$ cat config.mk
export PLATFORM = sky130hd
export DESIGN_NAME = tff_counter_ctrl
export DESIGN_NICKNAME = d
export VERILOG_FILES = /design/src/rtl/tff_counter_ctrl.sv
export SDC_FILE = /design/constraint.sdc
export NUM_CORES = 1
export LEC_CHECK = 0
export CAP_MARGIN = 20
export CORE_MARGIN = 4
export CORE_UTILIZATION = 30
export CTS_CLUSTER_DIAMETER = 120
export DETAILED_ROUTE_END_ITERATION = 10
export SYNTH_ARGS = -nofsm -noshare
export SYNTH_HDL_FRONTEND = slang
export SYNTH_SLANG_ARGS = --single-unit
$ cat constraint.sdc
create_clock -name clk -period 2.7 [get_ports clk]
set_input_delay 0.675 -clock clk [delete_from_list [all_inputs] [get_ports clk]]
set_output_delay 0.675 -clock clk [all_outputs]
set_load 0.02 [all_outputs]
$ cat src/rtl/tff_counter_ctrl.sv
// Toggle-vector sequencer driving a WIDTH-bit T-FF bank as an up/down modulus counter.
// Optional prescaler enabled by defining TFF_CTRL_PRESCALE_EN.
module tff_counter_ctrl #(
  parameter int WIDTH    = 4,
  parameter int PRESCALE = 3
) (
  input  logic             clk,
  input  logic             reset_n,
  input  logic             start,
  input  logic             stop,
  input  logic             up_dn,
  input  logic             oneshot,
  input  logic [WIDTH-1:0] mod_val,
  input  logic             load,
  input  logic [WIDTH-1:0] load_val,
  output logic [WIDTH-1:0] t_vec,
  output logic [WIDTH-1:0] q,
  output logic             busy,
  output logic             tc
);

  typedef enum logic {
    IDLE = 1'b0,
    RUN  = 1'b1
  } state_t;

  state_t           state_r;
  state_t           state_nxt_s;
  logic [WIDTH-1:0] q_r;
  logic [WIDTH-1:0] mod_r;
  logic             one_r;
  logic             busy_r;
  logic             tc_r;
  logic [WIDTH-1:0] t_s;
  logic             tc_nxt_s;
  logic             tick_s;
  logic             term_s;

  // Toggle mask for +1: bit i toggles when all lower bits are one.
  function automatic logic [WIDTH-1:0] up_mask(input logic [WIDTH-1:0] v);
    logic [WIDTH-1:0] m;
    logic             c;
    c = 1'b1;
    for (int i = 0; i < WIDTH; i++) begin
      m[i] = c;
      c    = c & v[i];
    end
    return m;
  endfunction

  // Toggle mask for -1: bit i toggles when all lower bits are zero.
  function automatic logic [WIDTH-1:0] dn_mask(input logic [WIDTH-1:0] v);
    logic [WIDTH-1:0] m;
    logic             c;
    c = 1'b1;
    for (int i = 0; i < WIDTH; i++) begin
      m[i] = c;
      c    = c & ~v[i];
    end
    return m;
  endfunction

`ifdef TFF_CTRL_PRESCALE_EN
  localparam int PW = (PRESCALE > 1) ? $clog2(PRESCALE) : 1;
  logic [PW-1:0] pre_r;

  assign tick_s = (state_r == RUN) && (pre_r == PW'(PRESCALE - 1));

  // Prescale counter: held at zero outside RUN and on the cycle leaving RUN.
  always_ff @(posedge clk or negedge reset_n) begin
    if (!reset_n) begin
      pre_r <= {PW{1'b0}};
    end else if ((state_r != RUN) || (state_nxt_s != RUN)) begin
      pre_r <= {PW{1'b0}};
    end else if (tick_s) begin
      pre_r <= {PW{1'b0}};
    end else begin
      pre_r <= pre_r + {{(PW-1){1'b0}}, 1'b1};
    end
  end
`else
  assign tick_s = (state_r == RUN) && (PRESCALE >= 32'sd1);
`endif

  assign term_s = up_dn ? (q_r == mod_r) : (q_r == {WIDTH{1'b0}});

  // Next-state, toggle vector and terminal-count decision; load owns q, stop/start own state.
  always_comb begin
    t_s         = {WIDTH{1'b0}};
    state_nxt_s = state_r;
    tc_nxt_s    = 1'b0;
    case (state_r)
      IDLE: begin
        if (start) begin
          state_nxt_s = RUN;
        end else begin
          state_nxt_s = IDLE;
        end
        if (load) begin
          t_s = q_r ^ load_val;
        end else begin
          t_s = {WIDTH{1'b0}};
        end
      end
      RUN: begin
        if (stop) begin
          state_nxt_s = IDLE;
        end else begin
          state_nxt_s = RUN;
        end
        if (load) begin
          t_s = q_r ^ load_val;
        end else if (stop || !tick_s) begin
          t_s = {WIDTH{1'b0}};
        end else if (term_s) begin
          tc_nxt_s = 1'b1;
          if (one_r) begin
            state_nxt_s = IDLE;
            t_s         = {WIDTH{1'b0}};
          end else if (up_dn) begin
            t_s = q_r;
          end else begin
            t_s = q_r ^ mod_r;
          end
        end else if (up_dn) begin
          t_s = up_mask(q_r);
        end else begin
          t_s = dn_mask(q_r);
        end
      end
      default: begin
        state_nxt_s = IDLE;
        t_s         = {WIDTH{1'b0}};
        tc_nxt_s    = 1'b0;
      end
    endcase
  end

  // T-FF bank, state and registered status outputs.
  always_ff @(posedge clk or negedge reset_n) begin
    if (!reset_n) begin
      state_r <= IDLE;
      q_r     <= {WIDTH{1'b0}};
      mod_r   <= {WIDTH{1'b0}};
      one_r   <= 1'b0;
      busy_r  <= 1'b0;
      tc_r    <= 1'b0;
    end else begin
      state_r <= state_nxt_s;
      q_r     <= q_r ^ t_s;
      busy_r  <= (state_nxt_s == RUN);
      tc_r    <= tc_nxt_s;
      if ((state_r == IDLE) && start) begin
        mod_r <= mod_val;
        one_r <= oneshot;
      end else begin
        mod_r <= mod_r;
        one_r <= one_r;
      end
    end
  end

  // t_vec is forced quiet while reset is held so an external bank stays put.
  assign t_vec = reset_n ? t_s : {WIDTH{1'b0}};
  assign q     = q_r;
  assign busy  = busy_r;
  assign tc    = tc_r;

endmodule

* Yosys cells after proc, flatten, opt, wreduce, memory -nomap -nowiden
Cells that the tools add are included.
Operators by class: equal/unequal tests 1, muxes and demuxes 21, bitwise operators 11, reduce and logical (&&, ||, !) cells 4
Operator list (number):
- 4-bit two-way mux | 8
- 4-bit XOR | 3
- 1-bit two-way mux | 11
- 4-bit case mux with 2 select lines | 1
- 1-bit AND | 4
- 4-bit equality test | 1
- 4-bit zero test | 1
- 1-bit NOT | 4
- 1-bit case mux with 2 select lines | 1
- 1-bit logical AND | 1
- 1-bit zero test | 1
- 1-bit logical OR | 1
Storage, ports and cells: register bits 11, bits of input ports 15, output and inout bits 10, word-level logic and storage cells 42

* Logic depth before layout (Yosys ltp)
depth in word-level cells 9, depth in mapped cells 7, mapped depth without buffers 5

* Worst setup path after synthesis
No wires, ideal clock.
kind input to output, from input load, to output t_vec[2], arrival time 2058 ps, data required time 2025 ps, slack -33 ps, cell stages on the path 6, path buffers 2, cells stage by stage buf_6 or3b_1 buf_2 a211o_1 o22a_1 a21oi_1
On the way: cells in the longest elaborated chain, start to end 3, elaborated cells between the ends (all ways) 4, classes of those cells mux (4)
Ends and longest elaborated chain:
- start: declaration | line 14 | input logic load,
- 4-bit two-way mux (on tied branches) | line 111, 99
- 4-bit case mux with 2 select lines (*) | line 92 | case (state_r)
- 4-bit two-way mux (*) | line 164 | assign t_vec = reset_n ? t_s : {WIDTH{1'b0}};
- end: declaration | line 16 | output logic [WIDTH-1:0] t_vec,
Mark *: on every way between the ends. The rest lies on a longest branch, timed or not.

* Worst setup path after layout
from register q_r[1], in the netlist q[1], to output t_vec[3]
On the way: cells in the longest elaborated chain, start to end 9, elaborated cells between the ends (all ways) 14, classes of those cells eq/ne (1); mux (7); bitwise (5); reduce/logical (1)
Ends and longest elaborated chain:
- start: declaration | line 29 | logic [WIDTH-1:0] q_r;
- start signal: assignment | line 143 | q_r <= {WIDTH{1'b0}};
- start signal: assignment | line 150 | q_r <= q_r ^ t_s;
- 1-bit NOT | line 58 | c = c & ~v[i];
- 1-bit AND (2 in series) | line 58
- 4-bit two-way mux | line 125 | end else if (up_dn) begin
- 4-bit two-way mux (*) | line 115 | end else if (term_s) begin
- 4-bit two-way mux (*) | line 113 | end else if (stop || !tick_s) begin
- 4-bit two-way mux (*) | line 111 | if (load) begin
- 4-bit case mux with 2 select lines (*) | line 92
- 4-bit two-way mux (*) | line 164
Marks and branches as above.

==> metrics.txt <==
Tot Pwr 0.836 mW; placer congestion estimate 0.932; Reg clk slew, reported paths 0.08 ns; Yosys warnings 0; DR DRC count 0; die footprint 3710 µm²; vias in the first global route 863; post-synthesis cell area 840 µm²; CTS root buf clkbuf_4; Setup Crit Path Kind flip-flop to primary output; final setup margin 0.0345 ns; routing usage on met1 16.6%; clk sinks 11; clk_lat worst skew 0.28 ns; Worst setup EP type primary output; most frequent cells in the layout buf_4, clkdlybuf4s50_1, dfrtp_1, xnor2_1; TritonCTS clock tree yes; hold buffer count at cts 0; post-synth cell types 37; Max-Cap Viols 0; Critical Path RT 2.03 ns; sequential area share after synthesis 32.8%; outcome completed; H-tree levels 1; Synth Area per Inst 9.88 µm²; Post-synth EDFFs 0; Pwr Density 626 nW/µm²; remaining antenna violation count 0; hold slack 0.620 ns; Max Freq 375 MHz; Final HPWL DP 1.80 mm; global route overflow 0; Die Ht 60.9 µm; final setup fails 0; pin count of the biggest net entering global routing 12; Tot GR Track Use 14.5%; most common cell after layout, fill and taps aside buf_4; Ant. Diodes 0; busiest layer in global routing met2; Worst Skew 0.00629 ns; Worst Path Max Fanout 5; placed cell area 1270 µm²; Die X 60.9 µm; pre-CTS setup slack -0.831 ns; Nets 153; I/O pin count 25; cell area after layout 1340 µm²; final slew viol count 0; GRT met3 Usage 4.89%; Layout area overhead 59.0%; Rel. slew slack 67.1%; cell count after synthesis 85; final wirelength 2.36 mm; fin crit period 2.67 ns; Via-to-Cell Ratio 4.98; Starting Density 32.7%; Buffers on Ports 24; Max Root-Sink Buffers 2; starting DRC count in detailed routing 17; Core Footprint 2570 µm²; drt first pass iters 4; min-delay worst type flip-flop to flip-flop; Hold Vio Cnt, Final 0; WP data arrival 1.99 ns; Setup crit start kind flip-flop; FFs w/ async S/R, synth 100%; layout cells sized above 1 43.1%; setup TNS 0 ns; Mapped Nets 100; register bit total from synthesis 11; initial antenna violation count 0; worst-margin pin slew 0.492 ns; Max IR drop VDD 0.385 mV; Placement Rows 18; routed len/inst 14.1 µm; Final period util 98.7%; Global Route met2 Usage 26.7%; CTS Buf Count 3; Leakage 0.581 nW; top_reg_cell synth dfrtp_1; via count 831; global-route wire length before repair 3.91 mm; RSZ-0062 raised after global routing true
[critical path, stage by stage (launching register included)]
cell and delay, ns:
dfrtp_2 0.46, buf_6 0.14, nor4_4 0.27, and2b_2 0.24
a21oi_2 0.07, o32a_1 0.24, a21oi_2 0.14, buf_4 0.15
[power breakdown]
group	leakage [nW]	internal [mW]	switching [mW]
Combinational	0.437	0.274	0.194
Sequential	0.129	0.203	0.0454
Clock	0.0150	0.0573	0.0614
Total	0.581	0.534	0.301
[Yosys cell counts (all sizes together), types with 2 or more instances]
cell type | n | area (µm²)
nand3 | 2 | 10.0
nand2b | 3 | 18.8
xor2 | 4 | 35.0
xnor2 | 8 | 70.1
inv | 3 | 11.3
a21oi | 6 | 33.8
or3b | 2 | 17.5
nor2 | 3 | 18.8
dfrtp | 11 | 275
or3 | 2 | 12.5
and4 | 2 | 20.0
mux2 | 5 | 56.3
buf | 7 | 50.1
mux2i | 4 | 40.0
nand2 | 6 | 22.5
[timing repair]
action	4_1_cts	5_1_grt
pin swaps	4	6
buffers inserted	4	1
resized for setup	33	6
setup endpoints to repair	4	4
[registers in the layout (all words and copies together) (netlist names)]
signal	flops
one_r	1
tc	1
mod_r	4
busy	1
q	4
[cells by family after synthesis]
kind of cell / share of synthesized area [%]
muxes: 11.5
buffers and inverters: 7.75
and+or+nand+nor: 20.0
AOI/OAI and AO/OA: 15.5
xor gates and xnor gates: 12.5
DFF: 32.8
[area by class of cell]
type	count	area (µm²)
multi-input cells	63	515
well taps	30	37.5
inverters	3	11.3
repair buffers	56	467
clock buffers	4	26.3
flip-flops and latches	11	278
fillers	264	1230
[metal layers]
| layer | vias to the layer above | share of wire [%] |
|---|---|---|
| met3 | 2 | 5.6 |
| met5 | - | 0 |
| met1 | 406 | 40 |
| li1 | 404 | - |
| met2 | 19 | 54 |
| met4 | 0 | 0.34 |
[path summary, 6_finish.rpt]
kind                                         to  slack (ns)  cells after the start            from
max                                    t_vec[3]        0.03                      7  q[1]$_DFF_PN0_
min in group asynchronous  mod_r[1]$_DFFE_PN0P_        0.72                      2         reset_n
min                              busy$_DFF_PN0_        0.62                      2  busy$_DFF_PN0_
min reg2reg                      busy$_DFF_PN0_        0.62                      2  busy$_DFF_PN0_
max in group asynchronous        q[0]$_DFF_PN0_        1.81                      2         reset_n
max reg2reg                      busy$_DFF_PN0_        0.72                      7  q[1]$_DFF_PN0_
[metrics by stage]
stage               utilization (%)  instances
floorplan                         -         85
global placement               49.6        158
detailed placement             49.6        158
CTS                            51.3        166
global route                   52.0        167
finish                         52.0        167
(Power assumes the default switching activity.)
